**config.mk**
```make
export PLATFORM = sky130hd
export DESIGN_NAME = buzz_tone_player_flat
export DESIGN_NICKNAME = d
export VERILOG_FILES = /design/src/rtl/buzz_tone_player_if.sv /design/src/rtl/buzz_tone_player.sv /design/src/flat_wrapper.sv
export SDC_FILE = /design/constraint.sdc
export NUM_CORES = 1
export LEC_CHECK = 0
export CAP_MARGIN = 40
export CORE_MARGIN = 8
export CORE_UTILIZATION = 54
export DETAILED_ROUTE_END_ITERATION = 8
export HOLD_SLACK_MARGIN = 0.15
export PLACE_DENSITY = 0.77
export SYNTH_ARGS = -nofsm -noshare
export SYNTH_HDL_FRONTEND = slang
export SYNTH_SLANG_ARGS = --single-unit
```
**constraint.sdc**
```tcl
create_clock -name clk -period 2.8 [get_ports clk]
set_input_delay 0.56 -clock clk [delete_from_list [all_inputs] [get_ports clk]]
set_output_delay 0.56 -clock clk [all_outputs]
set_load 0.05 [all_outputs]
```
**src/rtl/buzz_tone_player_if.sv**
```systemverilog
// Note handshake between the melody sequencer (master) and the buzzer tone player (slave).
interface buzz_tone_player_if;
    logic        note_valid;
    logic        note_ready;
    logic [15:0] note_period;
    logic [15:0] note_dur;

    modport master (
        output note_valid,
        output note_period,
        output note_dur,
        input  note_ready
    );

    modport slave (
        input  note_valid,
        input  note_period,
        input  note_dur,
        output note_ready
    );
endinterface

```
**src/rtl/buzz_tone_player.sv**
```systemverilog
// Programmable piezo tone player: plays (half-period, duration) notes as a square wave,
// followed by a fixed silent gap, with a synchronous stop that aborts from any state.
module buzz_tone_player #(
    parameter int   TICK_DIV   = 50000,
    parameter int   GAP_TICKS  = 10,
    parameter logic IDLE_LEVEL = 1'b1
) (
    input  logic              clk,
    input  logic              reset,
    buzz_tone_player_if.slave note_if,
    input  logic              stop,
    output logic              busy,
    output logic              out
);

    localparam int              PRE_W   = (TICK_DIV > 1) ? $clog2(TICK_DIV) : 1;
    localparam logic [PRE_W-1:0] PRE_MAX = PRE_W'(TICK_DIV - 1);
    localparam logic [PRE_W-1:0] PRE_ONE = PRE_W'(1);
    localparam logic [15:0]      GAP_T   = 16'(GAP_TICKS);

    typedef enum logic [1:0] {
        IDLE = 2'd0,
        TONE = 2'd1,
        GAP  = 2'd2
    } state_t;

    state_t           state_q, state_d;
    logic [15:0]      period_q, period_d;
    logic [15:0]      dur_q, dur_d;
    logic [15:0]      half_q, half_d;
    logic [PRE_W-1:0] pre_q, pre_d;
    logic [15:0]      tick_q, tick_d;
    logic             out_q, out_d;

    logic             pre_wrap;
    logic [15:0]      tick_inc;

    assign pre_wrap = (pre_q == PRE_MAX);
    assign tick_inc = tick_q + 16'd1;

    always_comb begin
        state_d  = state_q;
        period_d = period_q;
        dur_d    = dur_q;
        half_d   = half_q;
        pre_d    = pre_q;
        tick_d   = tick_q;
        out_d    = out_q;

        // stop outranks every other event, including a handshake and end-of-note
        if (stop) begin
            state_d = IDLE;
            out_d   = IDLE_LEVEL;
            half_d  = 16'd0;
            pre_d   = '0;
            tick_d  = 16'd0;
        end else begin
            case (state_q)
                IDLE: begin
                    if (note_if.note_valid) begin
                        period_d = note_if.note_period;
                        dur_d    = note_if.note_dur;
                        half_d   = 16'd0;
                        pre_d    = '0;
                        tick_d   = 16'd0;
                        if (note_if.note_dur != 16'd0) begin
                            state_d = TONE;
                        end
                    end
                end

                TONE: begin
                    if (period_q != 16'd0) begin
                        if (half_q == period_q - 16'd1) begin
                            half_d = 16'd0;
                            out_d  = ~out_q;
                        end else begin
                            half_d = half_q + 16'd1;
                        end
                    end else begin
                        out_d = IDLE_LEVEL;
                    end

                    // end-of-note is evaluated last so it overrides a coincident toggle
                    if (pre_wrap) begin
                        pre_d  = '0;
                        tick_d = tick_inc;
                        if (tick_inc == dur_q) begin
                            out_d   = IDLE_LEVEL;
                            half_d  = 16'd0;
                            tick_d  = 16'd0;
                            state_d = (GAP_T == 16'd0) ? IDLE : GAP;
                        end
                    end else begin
                        pre_d = pre_q + PRE_ONE;
                    end
                end

                GAP: begin
                    out_d = IDLE_LEVEL;
                    if (pre_wrap) begin
                        pre_d  = '0;
                        tick_d = tick_inc;
                        if (tick_inc == GAP_T) begin
                            tick_d  = 16'd0;
                            state_d = IDLE;
                        end
                    end else begin
                        pre_d = pre_q + PRE_ONE;
                    end
                end

                default: begin
                    state_d = IDLE;
                    out_d   = IDLE_LEVEL;
                end
            endcase
        end
    end

    always_ff @(posedge clk or negedge reset) begin
        if (!reset) begin
            state_q  <= IDLE;
            period_q <= 16'd0;
            dur_q    <= 16'd0;
            half_q   <= 16'd0;
            pre_q    <= '0;
            tick_q   <= 16'd0;
            out_q    <= IDLE_LEVEL;
        end else begin
            state_q  <= state_d;
            period_q <= period_d;
            dur_q    <= dur_d;
            half_q   <= half_d;
            pre_q    <= pre_d;
            tick_q   <= tick_d;
            out_q    <= out_d;
        end
    end

    assign note_if.note_ready = (state_q == IDLE) && !stop;
    assign busy               = (state_q != IDLE);
    assign out                = out_q;

endmodule
```
**src/flat_wrapper.sv**
```systemverilog
// flat-port wrapper written by rule: the top's interface ports become plain ports
module buzz_tone_player_flat 
#(
    parameter int   TICK_DIV   = 50000,
    parameter int   GAP_TICKS  = 10,
    parameter logic IDLE_LEVEL = 1'b1
)
  (clk, reset, stop, busy, out, note_if_note_valid, note_if_note_period, note_if_note_dur, note_if_note_ready);
  buzz_tone_player_if note_if_i ();
  input  logic clk;
  input  logic reset;
  input  logic stop;
  output logic busy;
  output logic out;
  input wire logic [$bits(note_if_i.note_valid)-1:0] note_if_note_valid;
  input wire logic [$bits(note_if_i.note_period)-1:0] note_if_note_period;
  input wire logic [$bits(note_if_i.note_dur)-1:0] note_if_note_dur;
  output wire logic [$bits(note_if_i.note_ready)-1:0] note_if_note_ready;
  assign note_if_i.note_valid = note_if_note_valid;
  assign note_if_i.note_period = note_if_note_period;
  assign note_if_i.note_dur = note_if_note_dur;
  assign note_if_note_ready = note_if_i.note_ready;
  buzz_tone_player #(.TICK_DIV(TICK_DIV), .GAP_TICKS(GAP_TICKS), .IDLE_LEVEL(IDLE_LEVEL)) u_core (.clk(clk), .reset(reset), .note_if(note_if_i), .stop(stop), .busy(busy), .out(out));
endmodule
```
==> summary.txt, run 1 <==
Min path
  • Hold Path Class: reg2reg

Job
  • Max-Cap Viols: 0

Setup path
  • Family with the most delay on the worst path: simple AND/OR/NAND/NOR gates
  • Endpoint class of the critical path: register
  • Largest stage delay, worst path: 0.58 ns
  • Worst path cell trace: nand4_1, or4_4, xor2_1, nand4_1, o41ai_2, buf_4, nand2_2, or3b_4, a21oi_2
  • Crit-path slowest cell: or4_4
  • Critical Path Source Type: register
  • Cell mode on critical path: nand4_1
  • Setup CP Type: reg2reg
  • Worst Path Arrival: 3.13 ns
  • Crit path buf inv count: 1
  • Critical path data required time: 3.09 ns
  • CP max FO: 9

STA
  • Slew HR: 0.552
  • Final hold vios: 0
  • Clock Skew: 0.0132 ns
  • Tcrit/Tclk final: 1.01
  • RSZ-0062 raised after global routing: true
  • Final WS setup: -0.0408 ns
  • Tightest Pin Transition: 0.666 ns
  • TNS Setup: -0.0815 ns
  • Final max-slew violation count: 0
  • Max Freq: 352 MHz
  • Final setup fails: 2
  • Clock period minus worst slack: 2.84 ns

Power and ir drop
  • Static leakage: 0.00291 µW
  • Reg power frac: 0.365
  • Psw: 1720 µW
  • Power per Cell Area: 671 nW/µm²
  • Clock share of power: 0.211
  • Peak VDD IR: 0.449 mV
  • Comb pwr share: 0.425
  • Sw Share: 0.369
  • Int Power: 2940 µW

Routing
  • # DRC: 0
  • Via Count: 5160
  • Final antenna-violating net count: 0
  • Iter 0 DRT Violations: 377
  • DR vias/cell: 6.28
  • Router iterations before antenna repair: 5
  • Routed wire length: 14700 µm
  • Routed len/inst: 17.8 µm

Logic synthesis
  • YS warnings: 0
  • Top-area cell type share of the netlist area: 0.364
  • Async S/R FF share, synth: 1.00
  • Top post-synthesis cells by area: dfrtp_1 36%, mux2_2 6.4%, xor2_1 3.9%
  • Synth cell types: 73
  • Sequential area share after synthesis: 0.369
  • Synth Instances: 600
  • Post-synth top area cell: dfrtp_1
  • Top FF cell, synth: dfrtp_1
  • Syn_area_per_cell: 9.39 µm²
  • Synthesized flop and latch total: 83
  • Synthesized area: 5640 µm²
  • Post-synth EDFFs: 0
  • Syn Nets: 645

Final layout
  • Commonest non-fill, non-tap cells in the layout: 80 x dfrtp_1, 64 x buf_4, 50 x nand2_1, 36 x clkdlybuf4s50_1, 32 x mux2_2
  • Share of layout cells above drive strength 1: 0.242
  • Diodes inserted: 0
  • Area Growth Syn to Fin: 23.1%
  • Commonest non-fill, non-tap cell in the layout: dfrtp_1
  • Fill count: 759
  • Final-stage net count: 727
  • Final core utilization: 0.678

Die
  • Top Ports: 39
  • Row cnt: 37
  • Initial core utilization: 0.551
  • Die X: 118 µm
  • Core area: 10200 µm²
  • Chip height: 118 µm
  • Die Area: 14000 µm²

Global routing
  • Initial antenna violation count: 0
  • Gr ovfl total: 0
  • Vias in the first global route: 4989
  • First-pass GRT wire length: 23900 µm
  • GRT Resource Usage Total: 0.205
  • Largest net degree at the start of global routing: 33

Placed design
  • PortBufs: 38
  • Placer Congestion: 0.928
  • Post-DP HPWL: 10500 µm

Clock network
  • CTS tree: yes
  • CTS Sinks: 83
  • Number of H-tree levels: 3
  • Cts bufs inserted: 9
  • Clock tree root driver cell: clkbuf_8
  • Reg clk slew, reported paths: 0.09 ns
  • Bufs on Longest Clock Path: 2
  • Clock latency on the worst-skew pair: 0.36 ns

Outcome
  • Failing checks: setup timing
  • Status: finished with violations
cells by family after synthesis:
| logic type | count (synthesis) | synth area share |
|---|---|---|
| AND/OR/NAND/NOR | 237 | 0.250 |
| AO/OA/AOI/OAI | 131 | 0.163 |
| flip-flops | 83 | 0.369 |
| buffers and inverters | 51 | 0.0397 |
| XOR/XNOR | 50 | 0.0828 |
| multiplexers | 39 | 0.0764 |
| adder cells (fa/ha/maj) | 9 | 0.0200 |
layout make-up:
cell class	instances	area, µm²	share of cell area
Timing Repair Buffer	105	913	0.132
Inverter	17	63.8	0.00920
Sequential cell	83	2080	0.300
Tap cell	136	170	0.0245
Multi-Input combinational cell	466	3490	0.502
Clock inverter	4	73.8	0.0106
Clock buffer	11	151	0.0218
cells in the mapped netlist, types with 9 or more instances:
cell,number
nor3_1,14
a211oi_1,9
o21ai_0,32
and3_1,13
clkbuf_1,18
or3_1,20
a21o_1,24
a21oi_1,14
nor2_1,26
ha_1,9
xnor2_1,23
nand2b_1,15
a221oi_1,12
nand3_1,16
nand4_1,20
xor2_1,25
inv_1,17
nand2_1,51
mux2_2,32
dfrtp_1,82
nor4_1,12
final timing paths:
| kind | start | to | slack (ns) | cells past startpoint |
|---|---|---|---|---|
| worst max-delay path | u_core.tick_q[13]$_DFFE_PN0P_ | u_core.state_q[1]$_DFFE_PN0P_ | -0.04 | 9 |
| worst min-delay path | u_core.pre_q[9]$_DFFE_PN0P_ | u_core.pre_q[9]$_DFFE_PN0P_ | 0.52 | 1 |
| worst max register to register | u_core.tick_q[13]$_DFFE_PN0P_ | u_core.state_q[1]$_DFFE_PN0P_ | -0.04 | 9 |
| worst min register to register | u_core.pre_q[9]$_DFFE_PN0P_ | u_core.pre_q[9]$_DFFE_PN0P_ | 0.52 | 1 |
| max in group asynchronous | reset | u_core.out$_DFFE_PN1N_ | 1.33 | 3 |
| min in group asynchronous | reset | u_core.dur_q[5]$_DFFE_PN0P_ | 0.68 | 2 |
sequential cells by signal, summed over array words and instances (netlist names):
name             count
u_core.state_q       2
u_core.pre_q        16
u_core.tick_q       16
u_core.half_q       16
u_core.out           1
u_core.period_q     16
u_core.dur_q        16
power by group through the flow:
stage	Sequential [µW]	Combinational [µW]	Clock, µW
final	1700	1980	981
after global placement	1690	1800	0
after CTS	1680	1890	1010
after floorplan	1670	1210	0
after global routing	1730	2130	1060
after detailed placement	1700	1840	0
routing by layer:
metal	global-route usage	up-vias	wire [µm]
li1	-	2404	-
met1	0.255	2520	6070
met2	0.348	201	7340
met3	0.0438	35	871
met4	0.0681	0	376
met5	0	-	0
repair_timing:
action / CTS / global route
endpoints found under the hold margin: 12 / 0
pin swaps: 5 / 11
endpoints found under the setup margin: 31 / 34
setup buffers: 4 / 8
hold buffers: 1 / 0
resized for setup: 9 / 31
metrics by stage:
| step | total power [µW] | cell area, µm² | hold slack [ns] | cells | setup slack [ns] |
|---|---|---|---|---|---|
| 3_5_place_dp | 3550 | 6460 | 0.509 | 795 | -0.124 |
| 6_report | 4660 | 6940 | 0.525 | 822 | -0.0408 |
| 4_1_cts | 4570 | 6760 | 0.524 | 815 | -0.0192 |
| 2_1_floorplan | 2880 | 5640 | 0.264 | 600 | 0.0104 |
| 3_3_place_gp | 3490 | 6460 | 0.495 | 795 | -0.112 |
| 5_1_grt | 4920 | 6940 | 0.551 | 822 | -0.121 |
(Power assumes the default switching activity.)
==> run 2, diff against run 1 <==
CORE_MARGIN = not set   (was 8)
CTS_CLUSTER_SIZE = 20   (was not set)
SKIP_CTS_REPAIR_TIMING = 1   (was not set)
==> summary.txt, run 2 (synthesis gave the netlist of run 1 again) <==
Final layout
  • Area Growth Syn to Fin: 23.5%
  • Commonest non-fill, non-tap cells in the layout: 77 x dfrtp_1, 57 x buf_4, 51 x nand2_1, 36 x clkdlybuf4s50_1, 32 x mux2_2
  • Final core utilization: 0.699
  • Share of layout cells above drive strength 1: 0.240
  • Diodes inserted: 0
  • Final-stage net count: 722
  • Commonest non-fill, non-tap cell in the layout: dfrtp_1

Global routing
  • Gr ovfl total: 0
  • Largest net degree at the start of global routing: 45
  • Initial antenna violation count: 0
  • GRT Resource Usage Total: 0.271
  • First-pass GRT wire length: 24100 µm
  • Vias in the first global route: 5119

Routing
  • Iter 0 DRT Violations: 306
  • Routed len/inst: 18.0 µm
  • Router iterations before antenna repair: 5
  • DR vias/cell: 6.25
  • Routed wire length: 14700 µm
  • # DRC: 0
  • Final antenna-violating net count: 0
  • Via Count: 5091

Power and ir drop
  • Int Power: 2870 µW
  • Sw Share: 0.387
  • Power per Cell Area: 673 nW/µm²
  • Psw: 1810 µW
  • Peak VDD IR: 0.568 mV
  • Clock share of power: 0.212
  • Reg power frac: 0.364
  • Static leakage: 0.00290 µW
  • Power, Total: 4690 µW
  • Comb pwr share: 0.424

Placed design
  • PortBufs: 38
  • Placer Congestion: 0.929
  • Post-DP HPWL: 10100 µm

Die
  • Core area: 9950 µm²
  • Die X: 104 µm
  • Top Ports: 39
  • Initial core utilization: 0.566
  • Row cnt: 36
  • Chip height: 104 µm
  • Die Area: 10900 µm²

STA
  • Slew HR: 0.614
  • Clock Skew: 0.0142 ns
  • Final WS setup: -0.00217 ns
  • Final max-slew violation count: 0
  • Final setup fails: 1
  • Tightest Pin Transition: 0.580 ns
  • RSZ-0062 raised after global routing: true
  • Final hold vios: 0
  • Tcrit/Tclk final: 1.00
  • Clock period minus worst slack: 2.80 ns
  • Max Freq: 357 MHz
  • WHS: 0.193 ns

Setup path
  • Setup CP Type: reg2reg
  • CP max FO: 5
  • Worst Path Arrival: 3.10 ns
  • Endpoint class of the critical path: register
  • Crit path buf inv count: 2
  • Worst path cell trace: inv_1, ha_1, or3b_4, buf_4, o311a_1, o211ai_1, and4b_2, or4b_1, a21oi_2, a21o_1
  • Critical Path Source Type: register
  • Largest stage delay, worst path: 0.49 ns
  • Family with the most delay on the worst path: simple AND/OR/NAND/NOR gates
  • Critical path data required time: 3.09 ns
  • Crit-path slowest cell: or4b_1

Clock network
  • Clock tree root driver cell: clkbuf_8
  • Bufs on Longest Clock Path: 2
  • CTS tree: yes
  • Reg clk slew, reported paths: 0.09 ns
  • CTS Sinks: 83
  • Clock latency on the worst-skew pair: 0.36 ns
  • Cts bufs inserted: 9
  • Number of H-tree levels: 3

Outcome
  • Failing checks: setup timing
  • Status: finished with violations

Job
  • Max-Cap Viols: 0

Min path
  • Hold Path Class: in2async
-- run 2: cell count changes in the layout (fill, tap and decap cells not counted), sizes merged --
cell         previous run  this run
buf                    68        64
clkbuf                 11         9
clkinv                  2         4
dlygate4sd3             1         0
inv                    17        18
-- run 2: metal layers --
layer | track usage | up-vias | wire (µm)
met2 | 0.472 | 152 | 7450
met1 | 0.350 | 2515 | 6150
met3 | 0.0219 | 36 | 677
met5 | 0 | - | 0
li1 | - | 2388 | -
met4 | 0.106 | 0 | 383
-- run 2: power groups by stage --
stage	Clock [µW]	Sequential [µW]	Combinational, µW
detailed placement	0	1710	1850
CTS	1000	1690	1860
floorplan	0	1670	1210
global placement	0	1690	1770
global route	1050	1740	2160
finish	992	1710	1990
-- run 2: worst reg2reg max path: cells and delay by family (launching register included) --
| family | cells | cell delay [ns] |
|---|---|---|
| simple gates | 3 | 1.20 |
| compound gates | 4 | 0.74 |
| flops | 1 | 0.43 |
| buf+inv | 2 | 0.23 |
| fa+ha+maj | 1 | 0.16 |
-- run 2: final timing paths --
path / start / endpoint / slack [ns] / cells after the start
worst min-delay path: reset / u_core.tick_q[6]$_DFFE_PN0P_ / 0.19 / 1
worst min register to register: u_core.pre_q[8]$_DFFE_PN0P_ / u_core.pre_q[8]$_DFFE_PN0P_ / 0.52 / 1
worst max-delay path: u_core.period_q[1]$_DFFE_PN0P_ / u_core.half_q[1]$_DFFE_PN0P_ / -0.002 / 10
max in group asynchronous: reset / u_core.out$_DFFE_PN1N_ / 1.91 / 2
min in group clk: u_core.pre_q[8]$_DFFE_PN0P_ / u_core.pre_q[8]$_DFFE_PN0P_ / 0.52 / 1
worst max register to register: u_core.period_q[1]$_DFFE_PN0P_ / u_core.half_q[1]$_DFFE_PN0P_ / -0.002 / 10
-- run 2: stage by stage --
step / instance area [µm²] / worst slack [ns] / setup TNS [ns] / instances
finish: 6960 / -0.00217 / -0.00217 / 815
detailed placement: 6460 / -0.134 / -0.952 / 789
global route: 6960 / -0.128 / -1.98 / 815
CTS: 6690 / -0.207 / -2.90 / 805
global placement: 6460 / -0.0985 / -0.547 / 789
floorplan: 5640 / 0.0104 / 0 / 600
-- run 2: final cells by class --
class | instances | area [µm²]
Timing Repair Buffer | 100 | 911
Sequential cell | 83 | 2080
Clock buffer | 9 | 124
Fill cell | 748 | 2990
Clock inverter | 7 | 100
Inverter | 17 | 63.8
Tap cell | 133 | 166
Multi-Input combinational cell | 466 | 3510
